--- src/rtl/sonar_sweep_frame.sv ---
// rtl/sonar_sweep_frame.sv - sonar sweep sequencer and ASCII telemetry framer
//
// Steps a servo through N_POS positions (triangle or sawtooth order), settles,
// requests one HC-SR04 measurement with a timeout, then sends the 8-character
// frame "AAA,DDD#" one character at a time to the serial transmitter.
//
// Ports:
//   clock, reset    system clock, asynchronous active-high reset
//   ligar           sweep enable (level, sampled in OCIOSO and PROXIMO only)
//   medir           one-cycle measurement request
//   pronto_medida   one-cycle pulse, medida valid
//   medida          measured distance, 3 BCD digits
//   tx_partida      one-cycle transmit start
//   tx_dados        ASCII character, held until tx_pronto
//   tx_pronto       one-cycle pulse, character sent
//   posicao         current servo position index
//   angulo          BCD angle of posicao
//   distancia       last captured distance (12'hFFF after a timeout)
//   fim_varredura   one-cycle pulse when a sweep end point is reached
//   db_estado       FSM state code
`timescale 1ns/1ps
module sonar_sweep_frame #(
  parameter int N_POS     = 8,
  parameter int POS_W     = 3,
  parameter int MODO      = 0,
  parameter int INTERVALO = 200_000_000,
  parameter int TIMEOUT   = 2_500_000,
  parameter int ANG_BASE  = 20,
  parameter int ANG_STEP  = 20
) (
  input  logic             clock,
  input  logic             reset,
  input  logic             ligar,
  output logic             medir,
  input  logic             pronto_medida,
  input  logic [11:0]      medida,
  output logic             tx_partida,
  output logic [6:0]       tx_dados,
  input  logic             tx_pronto,
  output logic [POS_W-1:0] posicao,
  output logic [11:0]      angulo,
  output logic [11:0]      distancia,
  output logic             fim_varredura,
  output logic [2:0]       db_estado
);

  typedef enum logic [2:0] {
    OCIOSO     = 3'd0,
    POSICIONA  = 3'd1,
    MEDE       = 3'd2,
    ESPERA     = 3'd3,
    TRANSMITE  = 3'd4,
    AGUARDA_TX = 3'd5,
    PROXIMO    = 3'd6
  } state_t;

  localparam logic [POS_W-1:0] LAST    = POS_W'(N_POS - 1);
  localparam logic [POS_W-1:0] LAST_M1 = POS_W'((N_POS > 1) ? N_POS - 2 : 0);
  localparam logic [POS_W-1:0] ONE     = POS_W'(1);

  state_t      state;
  logic [31:0] settle_cnt;
  logic [31:0] to_cnt;
  logic        up;
  logic [2:0]  idx;

  // Angle in binary never exceeds 999, so 10 bits are enough.
  logic [9:0] ang;
  logic [3:0] ang_h, ang_t, ang_u;
  logic [6:0] frame_char;

  assign ang    = 10'(ANG_BASE) + 10'(posicao) * 10'(ANG_STEP);
  assign ang_h  = 4'(ang / 10'd100);
  assign ang_t  = 4'((ang / 10'd10) % 10'd10);
  assign ang_u  = 4'(ang % 10'd10);
  assign angulo = {ang_h, ang_t, ang_u};

  assign db_estado = state;

  // Non-decimal digits (e.g. the 4'hF of a timeout) print as '-'.
  function automatic logic [6:0] ascii_digit(input logic [3:0] d);
    return (d > 4'd9) ? 7'h2D : {3'b011, d};
  endfunction

  always_comb begin
    frame_char = 7'h23;
    case (idx)
      3'd0: frame_char = ascii_digit(angulo[11:8]);
      3'd1: frame_char = ascii_digit(angulo[7:4]);
      3'd2: frame_char = ascii_digit(angulo[3:0]);
      3'd3: frame_char = 7'h2C;
      3'd4: frame_char = ascii_digit(distancia[11:8]);
      3'd5: frame_char = ascii_digit(distancia[7:4]);
      3'd6: frame_char = ascii_digit(distancia[3:0]);
      default: frame_char = 7'h23;
    endcase
  end

  always_ff @(posedge clock or posedge reset) begin
    if (reset) begin
      state         <= OCIOSO;
      settle_cnt    <= '0;
      to_cnt        <= '0;
      up            <= 1'b1;
      idx           <= '0;
      posicao       <= '0;
      distancia     <= '0;
      medir         <= 1'b0;
      tx_partida    <= 1'b0;
      tx_dados      <= '0;
      fim_varredura <= 1'b0;
    end else begin
      medir         <= 1'b0;
      tx_partida    <= 1'b0;
      fim_varredura <= 1'b0;
      case (state)
        OCIOSO: begin
          settle_cnt <= '0;
          if (ligar) state <= POSICIONA;
        end
        POSICIONA: begin
          if (settle_cnt == 32'(INTERVALO - 1)) begin
            settle_cnt <= '0;
            state      <= MEDE;
          end else begin
            settle_cnt <= settle_cnt + 32'd1;
          end
        end
        MEDE: begin
          medir  <= 1'b1;
          to_cnt <= '0;
          state  <= ESPERA;
        end
        ESPERA: begin
          // A measurement arriving in the timeout cycle takes priority.
          if (pronto_medida) begin
            distancia <= medida;
            idx       <= '0;
            state     <= TRANSMITE;
          end else if (to_cnt == 32'(TIMEOUT - 1)) begin
            distancia <= 12'hFFF;
            idx       <= '0;
            state     <= TRANSMITE;
          end else begin
            to_cnt <= to_cnt + 32'd1;
          end
        end
        TRANSMITE: begin
          tx_dados   <= frame_char;
          tx_partida <= 1'b1;
          state      <= AGUARDA_TX;
        end
        AGUARDA_TX: begin
          if (tx_pronto) begin
            if (idx == 3'd7) begin
              state <= PROXIMO;
            end else begin
              idx   <= idx + 3'd1;
              state <= TRANSMITE;
            end
          end
        end
        PROXIMO: begin
          if (N_POS == 1) begin
            posicao       <= '0;
            fim_varredura <= 1'b1;
          end else if (MODO == 1) begin
            if (posicao == LAST) begin
              posicao       <= '0;
              fim_varredura <= 1'b1;
            end else begin
              posicao <= posicao + ONE;
            end
          end else if (up) begin
            // Flip direction on arrival so the end point is not repeated.
            posicao <= posicao + ONE;
            if (posicao == LAST_M1) begin
              up            <= 1'b0;
              fim_varredura <= 1'b1;
            end
          end else begin
            posicao <= posicao - ONE;
            if (posicao == ONE) begin
              up            <= 1'b1;
              fim_varredura <= 1'b1;
            end
          end
          state <= ligar ? POSICIONA : OCIOSO;
        end
        default: state <= OCIOSO;
      endcase
    end
  end

endmodule
--- config.mk ---
export PLATFORM = sky130hd
export DESIGN_NAME = sonar_sweep_frame
export DESIGN_NICKNAME = d
export VERILOG_FILES = /design/src/rtl/sonar_sweep_frame.sv
export SDC_FILE = /design/constraint.sdc
export NUM_CORES = 1
export LEC_CHECK = 0
export CORE_MARGIN = 4
export CORE_UTILIZATION = 35
export CTS_CLUSTER_SIZE = 40
export DETAILED_ROUTE_END_ITERATION = 12
export HOLD_SLACK_MARGIN = 0.03
export SLEW_MARGIN = 20
export SYNTH_ARGS = -nofsm -noshare
export SYNTH_HDL_FRONTEND = slang
export SYNTH_SLANG_ARGS = --single-unit
--- constraint.sdc ---
create_clock -name clock -period 18.35 [get_ports clock]
set_clock_uncertainty 0.1 [all_clocks]
set_input_delay 3.67 -clock clock [delete_from_list [all_inputs] [get_ports clock]]
set_output_delay 3.67 -clock clock [all_outputs]
set_load 0.005 [all_outputs]
==> out/metrics.csv, run 1 <==
stage;metric;value;unit
floorplan;core_area;18600;µm²
grt;antenna_found_initial;0;
timing;max_freq;0.0877;GHz
timing;setup_viol;0;
grt;grt_pass1_wl;26900;µm
timing;slew_headroom;0.364;
route;wl_per_cell;15.3;µm
logic_synthesis;synthesis.instances;770;
critical_path;startpoint_type;flop;
cells_and_area;layout-drive-gt1-share;0.0561;
critical_path;rr_worst_depth;25;
route;drc;0;
place;hpwl;11400;µm
clock_network;clockBufferDepth;2;
floorplan;rows;50;
critical_path;path_class;flop to output pin;
critical_path;slowest_delay;0.85;ns
route;vias;5696;
grt;grt_max_degree;64;
grt;grt_usage;0.149;
route;routed_wl;15800;µm
clock_network;clk_pin_slew;0.07;ns
timing;worst_pin_slew;0.951;ns
critical_path;crit_top_cell;ha_1;
clock_network;postCtsSetupBuffers;0;
logic_synthesis;synth_area;6630;µm²
place;dp.cells;1020;
grt;grt_pass1_vias;5402;
critical_path;cp.required;14.58;ns
timing;drv_slew;0;
critical_path;crit_path_end_kind;output pin;
clock_network;cts_sinks;95;
logic_synthesis;async_flop_share;1.00;
logic_synthesis;synth_edf_count;0;
clock_network;cts-buffers-inserted;9;
clock_network;cts-root-buf;clkbuf_16;
route;first_iter_violations;359;
cells_and_area;area_delta_synth_final;15.0;%
run;drv_cap;0;
logic_synthesis;ys_warn_count;0;
floorplan;chipHeight;146;µm
timing;final.min_clock_period;11.41;ns
timing;setup-tns-final;0;ns
clock_network;clk-insertion-delay-late;0.34;ns
clock_network;ctsHoldBuffers;0;
critical_path;cp_data_arrival_time;7.64;ns
status;status;complete, no violations;
timing;rsz0062_at_grt;no;
timing;hold_viol;0;
grt;overflow;0;
cells_and_area;layoutNonFillerInstCount;1036;
cells_and_area;nFillCells;1850;
cells_and_area;layout_commonest_cell;dfrtp_1;
floorplan;io_pins;57;
logic_synthesis;ys_ff_latch;95;
critical_path;worst_path_max_delay_cell;dfrtp_1;
logic_synthesis;synth-main-ff-cell;dfrtp_1;
cells_and_area;mostFrequentLayoutCells;dfrtp_1, nor2_1, nand2_1;
timing;timing.final.crit_share;0.622;
logic_synthesis;avgSynthCellArea;8.60;µm²
floorplan;start_util;0.355;
clock_network;cts_resized;0;
clock_network;htreeDepth;3;
cells_and_area;antennaDiodeCount;0;
place;placement.io_buffers;53;
route;ant_nets;0;
floorplan;die_area;21200;µm²
logic_synthesis;ys_types;83;
route;drtPass1Iterations;5;
critical_path;cp_max_fo;24;
worst_hold_path;hp-class;flop to flop;
place;gp_congestion;0.869;
route;avgViaCountPerCell;5.50;
floorplan;die_w;146;µm
cells_and_area;finalNetCount;841;
worst_hold_path;min_path_cells;1;
logic_synthesis;ys_seq_area_frac;0.359;
clock_network;cts_tree;built;
## stage by stage
| step | setup WS, ns | instance area [µm²] | utilization | hold WS, ns |
|---|---|---|---|---|
| 6_report | 6.94 | 7620 | 0.409 | 0.397 |
| 3_5_place_dp | 7.40 | 7270 | 0.390 | 0.386 |
| 4_1_cts | 6.97 | 7610 | 0.408 | 0.398 |
| 5_1_grt | 6.24 | 7620 | 0.409 | 0.415 |
| 3_3_place_gp | 7.62 | 7270 | 0.390 | 0.388 |
| 2_1_floorplan | 8.94 | 6630 | - | 0.346 |
## per-layer routing
layer  track usage  share of wire  vias to the layer above  wire, µm
met3        0.0162          0.027                       22       433
met4        0.0541          0.018                        0       293
met1         0.209           0.48                     2731      7670
met5             0              0                        -         0
met2         0.239           0.47                      110      7450
li1              -              -                     2833         -
## critical path: cells and delay by family (launching register included)
family	cells	cell delay, ns
AO/OA/AOI/OAI	7	1.85
XOR/XNOR	2	0.63
adder cells (fa/ha/maj)	6	1.83
buffers and inverters	4	0.84
flip-flops	1	0.85
multiplexers	1	0.21
AND/OR/NAND/NOR	5	1.09
## cell families after synthesis
| kind of cell | count (synthesis) | share of synthesized area |
|---|---|---|
| flops | 95 | 0.359 |
| fa+ha+maj | 27 | 0.0510 |
| xor+xnor | 52 | 0.0687 |
| other cells | 1 | 0.000566 |
| mux | 12 | 0.0191 |
| buf+inv | 80 | 0.0550 |
| simple gates | 301 | 0.232 |
| compound gates | 202 | 0.215 |
## state kept, by name, indices dropped and copies added, names as in the netlist, 3 cells and up
name and cells:
settle_cnt 32, to_cnt 32, distancia 12, tx_dados 6, db_estado 3, idx 3, posicao 3
## cells in the mapped netlist (all sizes together) (5+ instances only)
cell type | instances | area, µm²
or3 | 13 | 81.3
mux2i | 10 | 100
and4 | 5 | 43.8
inv | 36 | 135
ha | 27 | 338
o21a | 6 | 45.0
dfrtp | 94 | 2350
nand2b | 12 | 75.1
o21ai | 61 | 305
clkbuf | 24 | 90.1
o22ai | 8 | 50.1
nor2b | 8 | 50.1
nor4 | 8 | 50.1
nor3b | 5 | 37.5
xnor2 | 21 | 184
a31oi | 11 | 75.1
o22a | 13 | 114
or2 | 5 | 31.3
a21oi | 37 | 185
nor2 | 75 | 287
nand3 | 36 | 185
nand4 | 18 | 113
and2 | 7 | 43.8
and3 | 12 | 75.1
nand2 | 69 | 259
o31ai | 6 | 45.0
buf | 19 | 135
nor3 | 12 | 65.1
xor2 | 31 | 272
## path summary, 6_finish.rpt
kind                                            startpoint                          to  slack, ns
worst min register to register  settle_cnt[17]$_DFFE_PP0P_  settle_cnt[17]$_DFFE_PP0P_       0.40
worst min-delay path            settle_cnt[17]$_DFFE_PP0P_  settle_cnt[17]$_DFFE_PP0P_       0.40
min in group asynchronous                            reset   settle_cnt[0]$_DFFE_PP0P_       3.57
worst max-delay path                posicao[0]$_DFFE_PP0N_                   angulo[6]       6.94
worst max register to register      posicao[0]$_DFFE_PP0N_     tx_dados[0]$_DFFE_PP0P_      11.09
max in group asynchronous                            reset  settle_cnt[20]$_DFFE_PP0P_      13.42
## final cells by class
class	count	area [µm²]	share of cell area
multi-input cells	597	3900	0.512
flip-flops and latches	95	2380	0.312
repair buffers	57	561	0.0736
well taps	234	293	0.0384
clock buffers	9	225	0.0296
inverters	37	141	0.0186
clock inverters	7	120	0.0158
Power of run 1 is left out: the tool's default activity adds up to more than one toggle a clock period on the data nets, which glitch-free logic cannot reach.
==> run 2, diff against run 1 <==
==> constraint.sdc (replaced) <==
create_clock -name clock -period 10.9 [get_ports clock]
set_clock_uncertainty 0.1 [all_clocks]
set_input_delay 2.18 -clock clock [delete_from_list [all_inputs] [get_ports clock]]
set_output_delay 2.18 -clock clock [all_outputs]
set_load 0.005 [all_outputs]
==> out/metrics.csv, run 2 (synthesized netlist as in run 1, its figures left out) <==
stage;metric;value;unit;change
grt;grt_busiest_layer;met2;;
grt;use_met3;0.0174;;+0.00125
clock_network;ctsHoldBuffers;0;;unchanged
route;drtPass1Iterations;5;;unchanged
grt;use_met2;0.242;;+0.00374
critical_path;crit_path_end_kind;output pin;;
timing;timing.final.crit_share;0.913;;
timing;setup_viol;0;;unchanged
cells_and_area;layout-drive-gt1-share;0.0549;;-0.00125
grt;grtUsageMet1;0.211;;+0.00166
cells_and_area;finalNetCount;841;;unchanged
route;wl_per_cell;15.5;µm;+1.2%
place;gp_congestion;0.869;;about the same
timing;worst_pin_slew;0.893;ns;-0.0583 ns
floorplan;io_pins;57;;unchanged
critical_path;crit_buf_inv;4;;unchanged
critical_path;crit_top_cell;ha_1;;
critical_path;worstReg2RegEnd;tx_dados[0]$_DFFE_PP0P_;;
clock_network;clockBufferDepth;2;;unchanged
status;status;complete, no violations;;
floorplan;die_w;146;µm;unchanged
route;avgViaCountPerCell;5.44;;-1.0%
floorplan;rows;50;;unchanged
route;first_iter_violations;430;;+20%
grt;grt_pass1_wl;27100;µm;+0.72%
grt;antenna_found_initial;0;;unchanged
cells_and_area;mostFrequentLayoutCells;dfrtp_1, nor2_1, nand2_1;;
clock_network;postCtsSetupBuffers;0;;unchanged
grt;grt_usage;0.149;;+0.000261
critical_path;cp_data_arrival_time;7.67;ns;+0.03 ns
cells_and_area;area_delta_synth_final;14.1;%;
worst_hold_path;hp-class;flop to flop;;
clock_network;cts_resized;0;;unchanged
timing;slew_headroom;0.403;;+0.0390
critical_path;cp_max_fo;24;;unchanged
clock_network;cts-buffers-inserted;9;;unchanged
timing;rsz0062_at_grt;no;;
cells_and_area;layout_commonest_cell;dfrtp_1;;
route;drc;0;;unchanged
floorplan;chipHeight;146;µm;unchanged
place;hpwl;11400;µm;+0.63%
critical_path;r2r_start;posicao[0]$_DFFE_PP0N_;;
clock_network;clk-insertion-delay-late;0.34;ns;about the same
timing;drv_slew;0;;unchanged
timing;setup-tns-final;0;ns;unchanged
run;drv_cap;0;;unchanged
clock_network;htreeDepth;3;;unchanged
cells_and_area;largestRegisters;settle_cnt (32), to_cnt (32), distancia (12);;
floorplan;die_area;21200;µm²;unchanged
critical_path;cp.required;8.62;ns;-5.96 ns
clock_network;cts-root-buf;clkbuf_16;;
route;routed_wl;16000;µm;+1.2%
cells_and_area;antennaDiodeCount;0;;unchanged
route;ant_nets;0;;unchanged
clock_network;clk_pin_slew;0.06;ns;about the same
clock_network;cts_tree;built;;
critical_path;path_class;flop to output pin;;
grt;overflow;0;;unchanged
clock_network;cts_sinks;95;;unchanged
worst_hold_path;hold_end;settle_cnt[17]$_DFFE_PP0P_;;
worst_hold_path;holdCritStartpoint;settle_cnt[17]$_DFFE_PP0P_;;
critical_path;rr_worst_depth;25;;unchanged
route;vias;5639;;-1.0%
worst_hold_path;min_path_cells;1;;unchanged
critical_path;slowest_delay;0.84;ns;about the same
timing;max_freq;0.100;GHz;
critical_path;worst_path_max_delay_cell;dfrtp_1;;
timing;hold_viol;0;;unchanged
place;placement.io_buffers;53;;unchanged
critical_path;r2r_setup_slack;3.61;ns;-7.48 ns
critical_path;startpoint_type;flop;;
floorplan;start_util;0.355;;unchanged
timing;final.min_clock_period;9.95;ns;
grt;grt_max_degree;64;;unchanged
floorplan;core_area;18600;µm²;unchanged
critical_path;crit_family;adder cells;;
grt;grt_pass1_vias;5392;;-0.19%
timing;worst_hold_slack;0.399;ns;+0.00179 ns
run 2: how the worst max path moves through the flow:
stage	start	slack [ns]	depth (start not counted)	endpoint
after global placement	posicao[0]$_DFFE_PP0N_	1.67	25	angulo[6]
final	posicao[0]$_DFFE_PP0N_	0.95	25	angulo[6]
after global routing	posicao[0]$_DFFE_PP0N_	0.29	25	angulo[6]
after floorplan	posicao[0]$_DFFE_PP0N_	2.98	27	angulo[6]
after detailed placement	posicao[0]$_DFFE_PP0N_	1.39	25	angulo[6]
after CTS	posicao[0]$_DFFE_PP0N_	1.0	25	angulo[6]
run 2: through the flow:
stage	area (µm²)	utilization	cells	worst slack, ns
detailed placement	7270	0.390	1020	1.39
finish	7560	0.405	1036	0.947
global route	7560	0.405	1036	0.290
CTS	7550	0.405	1036	0.998
floorplan	6630	-	772	2.98
global placement	7270	0.390	1020	1.67
run 2: final cells by class:
| cell class | count | area, µm² |
|---|---|---|
| Clock buffer | 12 | 256 |
| Tap cell | 234 | 293 |
| Fill cell | 1872 | 11100 |
| Inverter | 37 | 141 |
| Timing Repair Buffer | 57 | 561 |
| Sequential cell | 95 | 2380 |
| Multi-Input combinational cell | 597 | 3900 |
| Clock inverter | 4 | 30.0 |
run 2: routing by layer:
metal | vias to the layer above | share of wire
li1 | 2832 | -
met1 | 2681 | 0.48
met2 | 109 | 0.48
met3 | 17 | 0.032
met4 | 0 | 0.011
met5 | - | 0
Power of run 2 is left out for the same reason.
==> run 3, diff against run 2 <==
--- a/config.mk
+++ b/config.mk
@@ -10,6 +10,7 @@
 export CTS_CLUSTER_SIZE = 40
 export DETAILED_ROUTE_END_ITERATION = 12
 export HOLD_SLACK_MARGIN = 0.03
+export RECOVER_POWER = 100
 export SLEW_MARGIN = 20
 export SYNTH_ARGS = -nofsm -noshare
 export SYNTH_HDL_FRONTEND = slang
==> constraint.sdc (replaced) <==
create_clock -name clock -period 10.4 [get_ports clock]
set_clock_uncertainty 0.1 [all_clocks]
set_input_delay 2.08 -clock clock [delete_from_list [all_inputs] [get_ports clock]]
set_output_delay 2.08 -clock clock [all_outputs]
set_load 0.005 [all_outputs]
==> out/metrics.csv, run 3 (synthesized netlist as in run 1, its figures left out) <==
stage;metric;value;unit;change
route;vias;5722;;+1.5%
cells_and_area;utilization;0.403;;-0.00262
timing;timing.final.crit_share;0.930;;
route;avgViaCountPerCell;5.52;;+1.5%
cells_and_area;ff_latch_area;2380;µm²;unchanged
critical_path;crit_path_end_kind;output pin;;
route;ant_nets;0;;unchanged
critical_path;rr_worst_depth;26;;+4.0%
floorplan;die_area;21200;µm²;unchanged
cells_and_area;largestRegisters;settle_cnt (32), to_cnt (32), distancia (12);;
floorplan;die_w;146;µm;unchanged
route;drc;0;;unchanged
worst_hold_path;holdCritStartpoint;settle_cnt[31]$_DFFE_PP0P_;;
clock_network;htreeDepth;3;;unchanged
clock_network;cts_tree;built;;
grt;grt_max_degree;64;;unchanged
grt;antenna_found_initial;0;;unchanged
floorplan;start_util;0.355;;unchanged
timing;final.min_clock_period;9.67;ns;
timing;hold_viol;0;;unchanged
worst_hold_path;hp-class;flop to flop;;
critical_path;startpoint;posicao[0]$_DFFE_PP0N_;;
critical_path;cp.required;8.22;ns;-0.40 ns
clock_network;clk_pin_slew;0.06;ns;about the same
critical_path;startpoint_type;flop;;
floorplan;rows;50;;unchanged
clock_network;clockBufferDepth;2;;unchanged
clock_network;cts-buffers-inserted;9;;unchanged
clock_network;postCtsSetupBuffers;0;;unchanged
cells_and_area;finalNetCount;842;;+0.12%
cells_and_area;multiInputGateArea;3850;µm²;-1.2%
critical_path;cp_data_arrival_time;7.49;ns;-0.18 ns
critical_path;cp_max_fo;22;;-8.3%
floorplan;io_pins;57;;unchanged
clock_network;cts-root-buf;clkbuf_16;;
status;status;complete, but fails checks;;
grt;grt_usage;0.149;;about the same
timing;setup_viol;0;;unchanged
grt;grt_pass1_wl;26900;µm;-0.71%
floorplan;core_area;18600;µm²;unchanged
cells_and_area;layoutNonFillerInstCount;1036;;unchanged
critical_path;slowest_delay;0.64;ns;-0.20 ns
status;failed_checks;capacitance limit, slew limit;;
cells_and_area;nFillCells;1933;;+3.3%
critical_path;worst_path_max_delay_cell;ha_1;;
clock_network;ctsHoldBuffers;0;;unchanged
cells_and_area;layout_commonest_cell;dfrtp_1;;
run;drv_cap;2;;+2
route;drtPass1Iterations;6;;+1
route;wl_per_cell;15.6;µm;+0.99%
cells_and_area;antennaDiodeCount;0;;unchanged
timing;worst_pin_slew;3.36;ns;+2.47 ns
place;dp.cells;1021;;+0.098%
timing;drv_slew;64;;+64
place;placement.io_buffers;53;;unchanged
cells_and_area;mostFrequentLayoutCells;dfrtp_1, nor2_1, nand2_1;;
timing;worst_hold_slack;0.400;ns;+0.00108 ns
timing;slew_headroom;-1.24;;-1.64
cells_and_area;layout-drive-gt1-share;0.0424;;-0.0125
worst_hold_path;min_path_cells;1;;unchanged
critical_path;r2r_start;posicao[0]$_DFFE_PP0N_;;
critical_path;path_class;flop to output pin;;
place;gp_congestion;0.857;;-1.4%
clock_network;cts_sinks;95;;unchanged
route;routed_wl;16200;µm;+0.99%
grt;overflow;0;;unchanged
grt;grt_pass1_vias;5420;;+0.52%
route;first_iter_violations;307;;-29%
place;hpwl;11500;µm;+1.1%
timing;max_freq;0.103;GHz;
cells_and_area;area_delta_synth_final;13.3;%;
clock_network;cts_resized;0;;unchanged
timing;setup-tns-final;0;ns;unchanged
critical_path;crit_top_cell;ha_1;;
clock_network;clk-insertion-delay-late;0.35;ns;about the same
floorplan;chipHeight;146;µm;unchanged
timing;rsz0062_at_grt;no;;
[run 3: final cells by class]
| cell class | count | area share |
|---|---|---|
| clock inverter | 3 | 0.00583 |
| clock buffer | 12 | 0.0328 |
| inverter | 37 | 0.0187 |
| timing repair buffer | 58 | 0.0742 |
| tap | 234 | 0.0390 |
| multi-input combinational | 597 | 0.513 |
| sequential | 95 | 0.317 |
[run 3: metal layers]
layer	global-route usage	wire [µm]	share of wire
met1	0.203	7840	0.48
met2	0.244	7530	0.47
met3	0.0206	481	0.030
met4	0.0532	344	0.021
met5	0	0	0
[run 3: path summary, 6_finish.rpt]
kind	end	slack [ns]
setup / recovery	angulo[6]	0.73
hold / removal	settle_cnt[31]$_DFFE_PP0P_	0.40
setup reg to reg	tx_dados[0]$_DFFE_PP0P_	3.34
hold reg to reg	settle_cnt[31]$_DFFE_PP0P_	0.40
max in group asynchronous	settle_cnt[21]$_DFFE_PP0P_	4.04
min in group asynchronous	settle_cnt[5]$_DFFE_PP0P_	2.42
[run 3: metrics by stage]
stage	setup WS, ns	instance area, µm²
6_report	0.729	7510
5_1_grt	0.123	7510
4_1_cts	0.850	7560
3_5_place_dp	1.24	7270
3_3_place_gp	1.49	7270
2_1_floorplan	2.58	6630
[run 3: worst max-delay path: cells and delay by family (launching register included)]
family          cells  cell delay (ns)
compound gates      7             1.84
fa+ha+maj           6             1.79
buf+inv             5             1.13
simple gates        5             1.09
xor+xnor            2             0.53
flops               1             0.43
mux                 1             0.34
Power of run 3 is left out for the same reason.
